==> src/rtl/sr_bank_pkg.sv <==
// Shared definitions for the SR flip-flop bank: S=R=1 resolution modes and
// the per-bit next-state function.
package sr_bank_pkg;

    localparam logic [1:0] MODE_HOLD   = 2'd0;
    localparam logic [1:0] MODE_SET    = 2'd1;
    localparam logic [1:0] MODE_RESET  = 2'd2;
    localparam logic [1:0] MODE_TOGGLE = 2'd3;

    function automatic logic sr_next(input logic q, input logic s, input logic r,
                                     input logic [1:0] mode);
        logic n;
        unique case ({s, r})
            2'b00: n = q;
            2'b10: n = 1'b1;
            2'b01: n = 1'b0;
            default: begin
                unique case (mode)
                    MODE_HOLD:   n = q;
                    MODE_SET:    n = 1'b1;
                    MODE_RESET:  n = 1'b0;
                    default:     n = ~q;
                endcase
            end
        endcase
        return n;
    endfunction

endpackage

==> src/rtl/sr_cell.sv <==
// One edge-triggered SR storage bit with a registered change pulse.
module sr_cell
    import sr_bank_pkg::*;
#(
    parameter logic [1:0] MODE_SEL = MODE_HOLD
) (
    input  logic clk,
    input  logic rst_n,
    input  logic en,
    input  logic s,
    input  logic r,
    output logic q,
    output logic changed
);

    logic q_q;
    logic q_d;
    logic changed_q;

    assign q_d = en ? sr_next(q_q, s, r, MODE_SEL) : q_q;

    always_ff @(posedge clk) begin
        if (!rst_n) begin
            q_q       <= 1'b0;
            changed_q <= 1'b0;
        end else begin
            q_q       <= q_d;
            changed_q <= q_d ^ q_q;
        end
    end

    assign q       = q_q;
    assign changed = changed_q;

endmodule

==> src/rtl/sr_flipflop_bank.sv <==
// Bank of WIDTH clocked SR bits with shared enable, sticky conflict flags and a
// saturating count of enabled cycles that saw any S=R=1 conflict.
module sr_flipflop_bank
    import sr_bank_pkg::*;
#(
    parameter int unsigned WIDTH = 8,
    parameter int unsigned MODE  = 0,
    parameter int unsigned CNT_W = 4
) (
    input  logic             clk,
    input  logic             rst_n,
    input  logic             EN,
    input  logic [WIDTH-1:0] S,
    input  logic [WIDTH-1:0] R,
    input  logic             clr_conflict,
    output logic [WIDTH-1:0] Q,
    output logic [WIDTH-1:0] Q_not,
    output logic [WIDTH-1:0] changed,
    output logic [WIDTH-1:0] conflict_flag,
    output logic [CNT_W-1:0] conflict_count
);

    if (MODE > 3) begin : g_bad_mode
        $error("sr_flipflop_bank: MODE must be 0..3");
    end
    if (WIDTH < 1 || WIDTH > 32) begin : g_bad_width
        $error("sr_flipflop_bank: WIDTH must be 1..32");
    end
    if (CNT_W < 1 || CNT_W > 16) begin : g_bad_cnt_w
        $error("sr_flipflop_bank: CNT_W must be 1..16");
    end

    localparam logic [1:0]       ModeSel = MODE[1:0];
    localparam logic [CNT_W-1:0] CntMax  = '1;

    for (genvar i = 0; i < WIDTH; i++) begin : g_cell
        sr_cell #(
            .MODE_SEL (ModeSel)
        ) u_cell (
            .clk     (clk),
            .rst_n   (rst_n),
            .en      (EN),
            .s       (S[i]),
            .r       (R[i]),
            .q       (Q[i]),
            .changed (changed[i])
        );
    end

    // Q_not is an inverter on the stored bit, so it can never disagree with Q.
    assign Q_not = ~Q;

    logic [WIDTH-1:0] conflict_vec;
    logic             any_conflict;
    logic [WIDTH-1:0] flag_q, flag_d;
    logic [CNT_W-1:0] count_q, count_d;

    assign conflict_vec = S & R & {WIDTH{EN}};
    assign any_conflict = |conflict_vec;

    always_comb begin
        flag_d  = flag_q | conflict_vec;
        count_d = count_q;
        if (clr_conflict) begin
            // A conflict arriving with the clear is kept rather than lost.
            flag_d  = conflict_vec;
            count_d = CNT_W'(any_conflict);
        end else if (any_conflict && count_q != CntMax) begin
            count_d = count_q + CNT_W'(1);
        end
    end

    always_ff @(posedge clk) begin
        if (!rst_n) begin
            flag_q  <= '0;
            count_q <= '0;
        end else begin
            flag_q  <= flag_d;
            count_q <= count_d;
        end
    end

    assign conflict_flag  = flag_q;
    assign conflict_count = count_q;

endmodule
==> config.mk <==
export PLATFORM = sky130hd
export DESIGN_NAME = sr_flipflop_bank
export DESIGN_NICKNAME = d
export VERILOG_FILES = /design/src/rtl/sr_bank_pkg.sv /design/src/rtl/sr_cell.sv /design/src/rtl/sr_flipflop_bank.sv
export SDC_FILE = /design/constraint.sdc
export NUM_CORES = 1
export LEC_CHECK = 0
export ABC_AREA = 1
export CAP_MARGIN = 20
export CORE_UTILIZATION = 46
export CTS_CLUSTER_SIZE = 20
export DETAILED_ROUTE_END_ITERATION = 10
export PLACE_DENSITY = 0.83
export SLEW_MARGIN = 20
export SYNTH_ARGS = -nofsm -noshare
export SYNTH_HDL_FRONTEND = slang
export SYNTH_HIERARCHICAL = 1
export SYNTH_SLANG_ARGS = --single-unit
==> constraint.sdc <==
create_clock -name clk -period 1.8 [get_ports clk]
set_clock_uncertainty 0.05 [all_clocks]
set_input_delay 0.36 -clock clk [delete_from_list [all_inputs] [get_ports clk]]
set_output_delay 0.36 -clock clk [all_outputs]
set_load 0.05 [all_outputs]
==> results of run 1 <==
-- registers in the layout (all words and copies together) (netlist names) --
name / cells
conflict_count: 4
conflict_flag: 8
g_cell.u_cell/changed: 8
g_cell.u_cell/q: 8
-- cell families after synthesis --
logic type               Yosys count
flip-flops                        28
XOR/XNOR                           1
AO/OA/AOI/OAI                     28
buffers and inverters             54
AND/OR/NAND/NOR                   88
adder cells (fa/ha/maj)            9
-- layout make-up --
| class | instances | share of cell area |
|---|---|---|
| Multi-Input combinational cell | 126 | 0.3373 |
| Clock buffer | 4 | 0.01818 |
| Inverter | 53 | 0.09969 |
| Tap cell | 31 | 0.01944 |
| Sequential cell | 28 | 0.2809 |
| Timing Repair Buffer | 57 | 0.2445 |
-- Yosys cell counts, drive strengths merged --
library cell,n
or2,1
ha,9
o21ai,16
a21oi,12
nand2,36
nand3,21
buf,1
inv,53
xor2,1
nor2,30
dfxtp,28
-- routing by layer --
layer  share of wire  global-route usage
met4           0.013             0.05782
met5               0                   0
met2            0.47              0.3153
met1            0.46              0.2309
met3           0.054             0.04688
-- stage by stage --
step                      hold slack [ns]  cell area, sq um  total power, mW  std cells  setup slack (ns)
after detailed placement           0.3990              1959            1.200        295           0.03555
after global placement             0.3944              1959            1.191        295           0.07475
final                              0.4315              1996            1.484        299            0.3662
after global routing               0.4610              1996            1.570        299            0.2683
after CTS                          0.4349              1996            1.503        299            0.3768
after floorplan                    0.4222              1444            1.027        208           0.08423
-- final timing paths --
kind | from | to | slack (ns) | cells after the start
setup / recovery | conflict_count[0] | conflict_count[0] | 0.37 | 7
hold / removal | conflict_flag[0] | conflict_flag[0] | 0.43 | 2
setup reg to reg | conflict_count[0] | conflict_count[0] | 0.37 | 7
hold reg to reg | conflict_flag[0] | conflict_flag[0] | 0.43 | 2
-- power breakdown --
group | internal [mW] | switching, mW | total (mW)
logic | 0.176 | 0.322 | 0.498
registers | 0.657 | 0.0285 | 0.685
clock network | 0.124 | 0.177 | 0.301
total | 0.956 | 0.528 | 1.48
-- critical path, stage by stage, from the launching register on --
cell	delay (ns)
dfxtp_1	0.42
ha_1	0.19
nand2_1	0.06
inv_1	0.08
nand2_1	0.13
or2_1	0.24
a21oi_1	0.14
nor2_1	0.06
==> metrics.yaml, run 1 <==
syn_avg_cell_area_sq_um: 6.942
final_cell_mix: "inv_1, buf_4, nand2_1"
multiInputGateArea_sq_um: 673.1
outcome: "finished with violations"
route.detailed.drc: 3
die_area_sq_um: 3367
worstMarginPinSlew_ns: 0.4016
overflow: 0
ys_seq_area_frac: 0.3882
synthesis.area_sq_um: 1444
timing.fmax_ghz: 0.6974
synth_top_area_share: 0.3882
seq_area_sq_um: 560.5
cts-htree-levels: 1
area_growth_pct: 38.21
yosys.area.top_type: "dfxtp_1"
finalSetupTns_ns: 0
cts_num_sinks: 28
core_area_sq_um: 2853
die-height_um: 58.03
start_kind: "register"
cts_setup_buffers: 0
violations: "DRC"
avgViaCountPerCell: 4.582
dp_hpwl_um: 2345
track_usage: 0.1857
synth_top_family_by_area: "simple AND/OR/NAND/NOR gates"
yosysWarnings: 6
diodes: 0
hold_buffers: 0
vias: 1370
syn_nets: 237
wl_per_cell_um: 9.943
cts-buffers-inserted: 3
crit_arrival_ns: 1.63
gp_congestion: 0.8027
irDropWorstVdd_mv: 0.5713
path_class: "register to register"
port_buffers: 55
synth_compound_area_frac: 0.09705
grt_max_degree: 25
routed_wl_um: 2973
clkLatencyLatePin_ns: 0.31
dieWidth_um: 58.03
synth-simple-area-share: 0.2851
drt-initial-drc-count: 70
setup_viol: 0
final.fill_count: 251
required_ns: 1.99
path_clk_slew_ns: 0.15
cp_max_fo: 5
root_buffer: "clkbuf_4"
drv_slew: 0
max_slew_margin: 0.7320
fin_crit_ns: 1.434
utilization: 0.6996
final_common_cell: "inv_1"
initial_utilization: 0.5061
total_leakage_power_nw: 1.023
synth.distinct_cells: 16
hold_violations: 0
grt_pass1_wl_um: 4905
synthTopCellsByArea: "dfxtp_1, inv_1, nand2_1, ha_1, nand3_1"
drtAntennaViolNets: 0
power_per_cell_area_nw_per_um2: 743.5
ys_ff_latch: 28
crit_path_end_kind: "register"
nNetsFinal: 298
fin_crit_sh: 0.7966
clock_path_buffers: 2
rows: 19
grt_setup_unrepaired: "false"
tritoncts: "done"
synthAdderAreaFrac: 0.07799
drive_gt1_frac: 0.2239
drt_pass1_iterations: 7
cap_viol_max_count: 0
post_cts_resized: 0
grt_pass1_vias: 1183
syn-instance-count: 208
synth_xor_area_frac: 0.006066
ioPinCount: 56
worstHoldPathType: "register to register"
antenna_found_initial: 0
synthMuxAreaShare: 0
Power figures use the tool's default switching activity.
==> run 2, diff against run 1 <==
Settings changed: CORE_UTILIZATION 46 to 43, PLACE_DENSITY 0.83 to 0.78.
Clock period 1.8 ns to 1.5 ns, I/O delays scaled along.
==> run 2 against run 1 <==
The flow now finishes without violations. Final area up 26%. First-iteration DRC count rose by 19%. Die area grew 6.7%. Sequential share of layout area down 5.2 points. Via count rose by 9.1%.
==> metrics.yaml, run 2 (synthesis gave the netlist of run 1 again) <==
outcome: "complete, no violations"  # was finished with violations
p_int_mw: 1.305  # was 0.9562 mW
clock_path_buffers: 2  # unchanged
port_buffers: 55  # unchanged
power_mw: 2.006  # was 1.484 mW
crit_arrival_ns: 1.08  # was 1.63 ns
rr_startpoint: "conflict_count[0]"  # unchanged
cap_viol_max_count: 0  # unchanged
fin_crit_sh: 0.9530
path_clk_slew_ns: 0.15  # about the same
cts-htree-levels: 1  # unchanged
nNetsFinal: 303  # was 298
diodes: 0  # unchanged
slowest_delay_ns: 0.47  # was 0.42 ns
crit_path_end_kind: "output pin"  # was register
setup_viol: 0  # unchanged
tritoncts: "done"  # unchanged
die_area_sq_um: 3593  # was 3367 sq um
cts_num_sinks: 28  # unchanged
hold_buffers: 0  # unchanged
pwr-share-clk: 0.190  # was 0.203
routed_wl_um: 3731  # was 2973 um
drv_slew: 0  # unchanged
gp_congestion: 0.7194  # was 0.8027
grt_pass1_wl_um: 6182  # was 4905 um
crit_chain: "inv_1 -> buf_12"  # was ha_1 -> nand2_1 -> inv_1 -> nand2_1 -> or2_1 -> a21oi_1 -> nor2_1
total_leakage_power_nw: 1.184  # was 1.023 nW
initial_utilization: 0.4616  # was 0.5061
core_area_sq_um: 3128  # was 2853 sq um
p_seq_frac: 0.424  # was 0.462
worstHoldPathType: "register to register"  # unchanged
cts-buffers-inserted: 3  # unchanged
final_cell_mix: "inv_1, buf_12, nand2_1"  # was inv_1, buf_4, nand2_1
overflow: 0  # unchanged
grt_max_degree: 19  # was 25
cp_max_fo: 5  # unchanged
dp_hpwl_um: 3009  # was 2345 um
max_slew_margin: 0.8470  # was 0.7320
worst_path_dominant_cell_family: "flip-flops"  # was simple AND/OR/NAND/NOR gates
grt_pass1_vias: 1467  # was 1,183
whs_ns: 0.4687  # was 0.4315 ns
avgViaCountPerCell: 4.713  # was 4.582
irDropWorstVdd_mv: 0.4866  # was 0.5713 mV
fin_crit_ns: 1.429
worstMarginPinSlew_ns: 0.2292  # was 0.4016 ns
power.net_switching_mw: 0.7006  # was 0.5275 mW
drive_gt1_frac: 0.2637  # was 0.2239
wl_per_cell_um: 11.77  # was 9.943 um
final_common_cell: "inv_1"  # unchanged
dieWidth_um: 59.95  # was 58.03 um
grt_setup_unrepaired: "false"  # unchanged
track_usage: 0.2290  # was 0.1857
power_per_cell_area_nw_per_um2: 798.0  # was 743.5 nW/um^2
route.detailed.drc: 0  # was 3
timing.fmax_ghz: 0.6995
drt_pass1_iterations: 4  # was 7
die-height_um: 59.95  # was 58.03 um
root_buffer: "clkbuf_4"  # unchanged
final.setup.worst_slack_ns: 0.07050  # was 0.3662 ns
ioPinCount: 56  # unchanged
start_kind: "register"  # unchanged
cp_slowest_cell: "dfxtp_1"  # unchanged
clkLatencyLatePin_ns: 0.33  # was 0.31 ns
hold_start: "conflict_count[1]"  # was conflict_flag[0]
hold_violations: 0  # unchanged
required_ns: 1.15  # was 1.99 ns
startpoint: "g_cell[4].u_cell/q"  # was conflict_count[0]
pwr-share-comb: 0.386  # was 0.336
antenna_found_initial: 0  # unchanged
path_class: "register to output pin"  # was register to register
swShare: 0.3493  # was 0.3555
vias: 1494  # was 1,370
drt-initial-drc-count: 83  # was 70
rows: 20  # was 19
area_growth_pct: 74.09  # was 38.21%
cp.buffers_inverters: 2  # was 1
place_ws_ns: -0.2013  # was 0.03555 ns
drtAntennaViolNets: 0  # unchanged
run 2: power groups by stage:
stage / Combinational, mW / Sequential, mW / Clock (mW)
final: 0.774 / 0.851 / 0.381
after global routing: 0.825 / 0.858 / 0.417
after CTS: 0.776 / 0.849 / 0.386
after detailed placement: 0.774 / 0.865 / 0
after global placement: 0.757 / 0.862 / 0
after floorplan: 0.244 / 0.988 / 0
run 2: worst paths after layout:
check                 endpoint  slack [ns]  cells after the start
min reg2reg  conflict_count[1]        0.47                      2
max reg2reg  conflict_count[3]        0.14                      8
min          conflict_count[1]        0.47                      2
max                   Q_not[4]        0.07                      2
run 2: tightest hold or removal path: stages, from the launching register on:
cell and delay (ns):
dfxtp_4 0.39, nand2_1 0.06, a21oi_1 0.05
run 2: metrics by stage:
step	instances	setup TNS, ns	area, sq um	util
final	317	0	2514	0.8036
after global routing	317	0	2514	0.8036
after CTS	317	0	2507	0.8016
after detailed placement	313	-2.396	2471	0.7900
after global placement	313	-1.722	2471	0.7900
after floorplan	208	0	1451	-
run 2: per-layer routing:
layer,up-vias,part of all wire,track usage
met5,-,0,0
met4,0,0.0099,0.08306
met3,6,0.032,0.02165
met2,38,0.56,0.4508
met1,686,0.40,0.2480
li1,764,-,-
run 2: final cells by class:
class,count,area (sq um)
clock buffers,4,36.28
fillers,199,614.3
inverters,53,198.9
multi-input cells,126,673.1
flip-flops and latches,28,574.3
well taps,44,55.05
repair buffers,62,975.9
run 2: repair_timing:
item	CTS	global route
gates resized for setup	0	5
setup buffers	0	0
endpoints found under the setup margin	0	5
==> run 3, diff against run 2 <==
Settings changed: CORE_ASPECT_RATIO set to 1.1.
==> run 3 against run 2 <==
The run now ends with DRC left. Global-route usage is 3.4 points lower. Flip-flop and latch count stayed put. Register-to-register slack hardly changed. Via count is 1.4% lower. Critical path type unchanged.
==> metrics.yaml, run 3 (synthesis gave the netlist of run 1 again) <==
diodes: 0  # unchanged
drt_pass1_iterations: 7  # was 4
cp-endpoint: "Q_not[1]"  # was Q_not[4]
power_mw: 1.940  # was 2.006 mW
worst_path_dominant_cell_family: "flip-flops"  # unchanged
area_growth_pct: 73.05  # was 74.09%
cp_slowest_cell: "dfxtp_1"  # unchanged
final_cell_mix: "inv_1, buf_12, nand2_1"  # unchanged
final_area_sq_um: 2499  # was 2514 sq um
violations: "DRC"
grt_setup_unrepaired: "false"  # unchanged
crit_arrival_ns: 1.06  # was 1.08 ns
final.fill_count: 196  # was 199
rrSetupSlack_ns: 0.13  # was 0.14 ns
path_class: "register to output pin"  # unchanged
r2r_end: "conflict_count[0]"  # was conflict_count[3]
drtAntennaViolNets: 0  # unchanged
wl_per_cell_um: 10.45  # was 11.77 um
grt_pass1_wl_um: 5609  # was 6182 um
core_area_sq_um: 3127  # was 3128 sq um
rows: 21  # was 20
reg2reg_depth: 7  # was 8
grt_max_degree: 18  # was 19
max_slew_margin: 0.8452  # was 0.8470
gp_congestion: 0.7860  # was 0.7194
irDropWorstVdd_mv: 0.7509  # was 0.4866 mV
hold_buffers: 0  # unchanged
overflow: 0  # unchanged
dieWidth_um: 57.25  # was 59.95 um
crit_path_end_kind: "output pin"  # unchanged
tritoncts: "done"  # unchanged
top_layer_used: "met4"  # unchanged
wl_met1_um: 1411  # was 1491 um
die-height_um: 62.78  # was 59.95 um
wl_met3_um: 141  # was 119 um
path_clk_slew_ns: 0.15  # about the same
nNetsFinal: 306  # was 303
outcome: "finished with violations"  # was complete, no violations
worstMarginPinSlew_ns: 0.2319  # was 0.2292 ns
antenna_found_initial: 0  # unchanged
routed_wl_um: 3240  # was 3731 um
clock_path_buffers: 2  # unchanged
grt_pass1_vias: 1390  # was 1,467
fin_crit_ns: 1.414  # was 1.429 ns
initial_utilization: 0.4618  # was 0.4616
finalSetupTns_ns: 0  # unchanged
placed_cell_area_sq_um: 2469  # was 2471 sq um
timing.fmax_ghz: 0.7074  # was 0.6995 GHz
rr_startpoint: "conflict_count[0]"  # unchanged
final_common_cell: "inv_1"  # unchanged
worstHoldPathType: "register to register"  # unchanged
dp_hpwl_um: 2703  # was 3009 um
route.detailed.drc: 4  # was 0
dr_wl_met2_um: 1670  # was 2082 um
clkLatencyLatePin_ns: 0.33  # about the same
cp.buffers_inverters: 2  # unchanged
slowest_delay_ns: 0.47  # about the same
cp.depth: 2  # unchanged
cap_viol_max_count: 0  # unchanged
die_area_sq_um: 3594  # was 3593 sq um
drt-initial-drc-count: 29  # was 83
cts-htree-levels: 1  # unchanged
root_buffer: "clkbuf_4"  # unchanged
cp_max_fo: 5  # unchanged
required_ns: 1.15  # about the same
ioPinCount: 56  # unchanged
drive_gt1_frac: 0.2572  # was 0.2637
avgViaCountPerCell: 4.752  # was 4.713
fin_crit_sh: 0.9425  # was 0.9530
track_usage: 0.1947  # was 0.2290
hold_violations: 0  # unchanged
port_buffers: 55  # unchanged
utilization: 0.7991  # was 0.8036
cts-buffers-inserted: 3  # unchanged
startpoint: "g_cell[1].u_cell/q"  # was g_cell[4].u_cell/q
power_per_cell_area_nw_per_um2: 776.5  # was 798.0 nW/um^2
drv_slew: 0  # unchanged
cts_num_sinks: 28  # unchanged
total_leakage_power_nw: 1.188  # was 1.184 nW
setup_viol: 0  # unchanged
start_kind: "register"  # unchanged
crit_chain: "inv_1 -> buf_12"  # unchanged
vias: 1473  # was 1,494
run 3: changes by cell type in the layout (fill, tap and decap cells not counted), sizes merged:
cell	change
buf	+3
run 3: through the flow:
step                worst slack (ns)  instances  hold WS [ns]
floorplan                   0.009835        208        0.3611
global placement             -0.1511        306        0.4436
detailed placement           -0.1977        306        0.4482
CTS                          0.06661        310        0.4681
global route                 0.01142        310        0.4828
finish                       0.08630        310        0.4613
run 3: cell type report:
cell class,instances,area [sq um],share of cell area
Clock buffer,4,26.28,0.01052
Inverter,53,198.9,0.07962
Multi-Input combinational cell,126,675.6,0.2704
Sequential cell,28,569.3,0.2278
Tap cell,34,42.54,0.01703
Timing Repair Buffer,65,985.9,0.3946
run 3: worst min-delay path by stage:
stage	start	end	slack [ns]	cells past startpoint
final	conflict_flag[0]	conflict_flag[0]	0.46	2
after global routing	conflict_flag[0]	conflict_flag[0]	0.48	2
after floorplan	rst_n	conflict_count[0]	0.36	2
after global placement	conflict_flag[6]	conflict_flag[6]	0.44	2
after detailed placement	conflict_flag[6]	conflict_flag[6]	0.45	2
after CTS	conflict_flag[6]	conflict_flag[6]	0.47	2
run 3: repair_timing:
action / in CTS / in global routing
buffers inserted: 0 / 0
resized for setup: 0 / 2
setup endpoints to repair: 0 / 2
run 3: power by group:
part	internal (mW)	switching (mW)	total (mW)	leakage, nW
Clock	0.104	0.218	0.322	0.0150
Combinational	0.368	0.404	0.772	0.943
Sequential	0.789	0.0576	0.847	0.231
run 3: per-layer routing:
| metal | vias to the layer above | track usage |
|---|---|---|
| met2 | 31 | 0.3603 |
| met5 | - | 0 |
| met4 | 0 | 0.03049 |
| li1 | 775 | - |
| met3 | 2 | 0.04969 |
| met1 | 665 | 0.2249 |
run 3: worst reg2reg max path, stage by stage (launching register included):
cell     delay, ns
dfxtp_4       0.40
ha_1          0.17
nand2_1       0.06
inv_1         0.10
nand2_2       0.10
or2_1         0.22
a21oi_1       0.14
nor2_1        0.05
==> RTL change, RTL diff (config.mk and constraints of run 3) <==
Add an input register stage for `EN`, `S`, `R` and `clr_conflict`, with the module's reset; this delays them by one clock. Comments in the files are not updated.
--- a/src/rtl/sr_flipflop_bank.sv
+++ b/src/rtl/sr_flipflop_bank.sv
@@ -22,2 +22,21 @@
 
+    logic EN_q;
+    logic [WIDTH-1:0] S_q;
+    logic [WIDTH-1:0] R_q;
+    logic clr_conflict_q;
+
+    always_ff @(posedge clk) begin
+        if (!rst_n) begin
+            EN_q           <= '0;
+            S_q            <= '0;
+            R_q            <= '0;
+            clr_conflict_q <= '0;
+        end else begin
+            EN_q           <= EN;
+            S_q            <= S;
+            R_q            <= R;
+            clr_conflict_q <= clr_conflict;
+        end
+    end
+
     if (MODE > 3) begin : g_bad_mode
@@ -41,5 +60,5 @@
             .rst_n   (rst_n),
-            .en      (EN),
-            .s       (S[i]),
-            .r       (R[i]),
+            .en      (EN_q),
+            .s       (S_q[i]),
+            .r       (R_q[i]),
             .q       (Q[i]),
@@ -57,3 +76,3 @@
 
-    assign conflict_vec = S & R & {WIDTH{EN}};
+    assign conflict_vec = S_q & R_q & {WIDTH{EN_q}};
     assign any_conflict = |conflict_vec;
@@ -63,3 +82,3 @@
         count_d = count_q;
-        if (clr_conflict) begin
+        if (clr_conflict_q) begin
             // A conflict arriving with the clear is kept rather than lost.
Formal check against the unedited RTL: not equivalent (a bounded check fails within 4 cycles, from zero or initial values and one cycle with rst_n low).
==> RTL change against run 3 <==
Wire length up 20%. Total power is 35% higher. Area after synthesis is 33% higher. Synthesized cell count is 25% higher. Sequential cell count is 18 higher. Setup slack improved by 48 ps. Cell area increased by 21%. Count of clock-buffer cells in the layout rose by 3. Clock power rose by 140%. Largest cell class unchanged.
==> RTL change: results (changes against run 3) <==
Power and ir drop
- **worst-case vdd ir drop** 0.676 mV, -10%

Timing
- **Final Hold Slack** 451 ps, -10.3 ps

Finish
- **area occupied by registers** 926 µm², +63%
- **Non-clk bufs** 61, -6.2%
- **signal buffers share of area** 0.319, -0.0755
- **clk tree area frac** 0.0301, +0.0196
- **total non-filler cell area in the finished layout** 3040 µm², +21%
- **layout filler cell count** 313, +60%
- **Net count, final** 355, +16%

Logic synthesis
- **cells taking the most area after synthesis** dfxtp_1 (48%), inv_1 (13%), nand2_1 (9.8%), ha_1 (5.9%), nand3_1 (5.7%)

Clock tree
- **master cell of the clock root buffer** clkbuf_8
- **worst skew pair latency** 300 ps, -30 ps
- **total CTS buffers** 5, +2
- **Num Clock Sinks** 46, +64%
- **clock slew at reported path FFs** 80 ps, -70 ps

Run status
- **outcome** finished, final reports clean

Global route
- **wire length of the first global-routing pass** 6640 µm, +18%
- **maximum number of pins on one net before global-route repair** 25, +7
- **total track usage** 0.183, -0.0115

Route
- **total number of vias** 1729, +17%
- **aggregate routed wire length** 3900 µm, +20%
- **first-pass iteration count of the detailed router** 4, -3
- **count of routing violations after the opening detailed-route iteration** 100, +240%
- **via density per instance** 4.54, -4.5%

Setup path
- **worst stage delay on the critical path** 450 ps, -20 ps
- **reg-to-reg critical path startpoint** EN_q$_SDFF_PN0_
- **Data arrival, critical path** 1020 ps, -40 ps
- **Crit Reg-Reg Endpoint** conflict_count[3]$_SDFFE_PP0P_

Placement
- **instance count after placement with tap cells included** 373, +22%

[RTL change: cell types whose count changed in the layout (fill, tap and decap cells not counted), sizes merged]
cell and delta:
dfxtp +18, inv +16, nand2 +16, xnor2 +1, nor2 -1, buf -4, clkinv +1, clkbuf +3
nand3 +1
[RTL change: worst max path at each step]
stage / depth (start not counted) / slack (ps) / endpoint / start
floorplan: 5 / 20 / conflict_count[0]$_SDFFE_PN0P_ / conflict_count[1]$_SDFFE_PP0P_
global placement: 6 / 150 / conflict_flag[4]$_SDFF_PN0_ / rst_n
detailed placement: 6 / 90 / conflict_flag[0]$_SDFF_PN0_ / rst_n
CTS: 2 / 130 / Q_not[7] / g_cell[7].u_cell/q$_SDFF_PN0_
global route: 2 / 60 / Q_not[5] / g_cell[5].u_cell/q$_SDFF_PN0_
finish: 2 / 130 / Q_not[5] / g_cell[5].u_cell/q$_SDFF_PN0_
[RTL change: logic make-up (layout without fill, tap and decap cells)]
kind of cell | count (synthesis) | after routing | share of synthesized area
adders and majority gates | 9 | 9 | 0.0585
and+or+nand+nor | 104 | 104 | 0.235
AOI/OAI and AO/OA | 28 | 28 | 0.0728
DFF | 46 | 46 | 0.479
xor gates and xnor gates | 2 | 2 | 0.00910
buffers and inverters | 72 | 138 | 0.146
[RTL change: routing by layer]
metal,track usage,routed length [µm],vias up
li1,-,-,906
met1,0.200,1630,763
met2,0.324,1970,52
met3,0.0597,232,8
met4,0.0700,66,0
met5,0,0,-
[RTL change: where the power goes]
part	internal, mW	switching, mW	leakage, nW	total [mW]
registers	1.27	0.0476	0.379	1.32
clock network	0.372	0.396	0.0482	0.768
logic	0.255	0.278	1.03	0.533
total	1.90	0.722	1.46	2.62
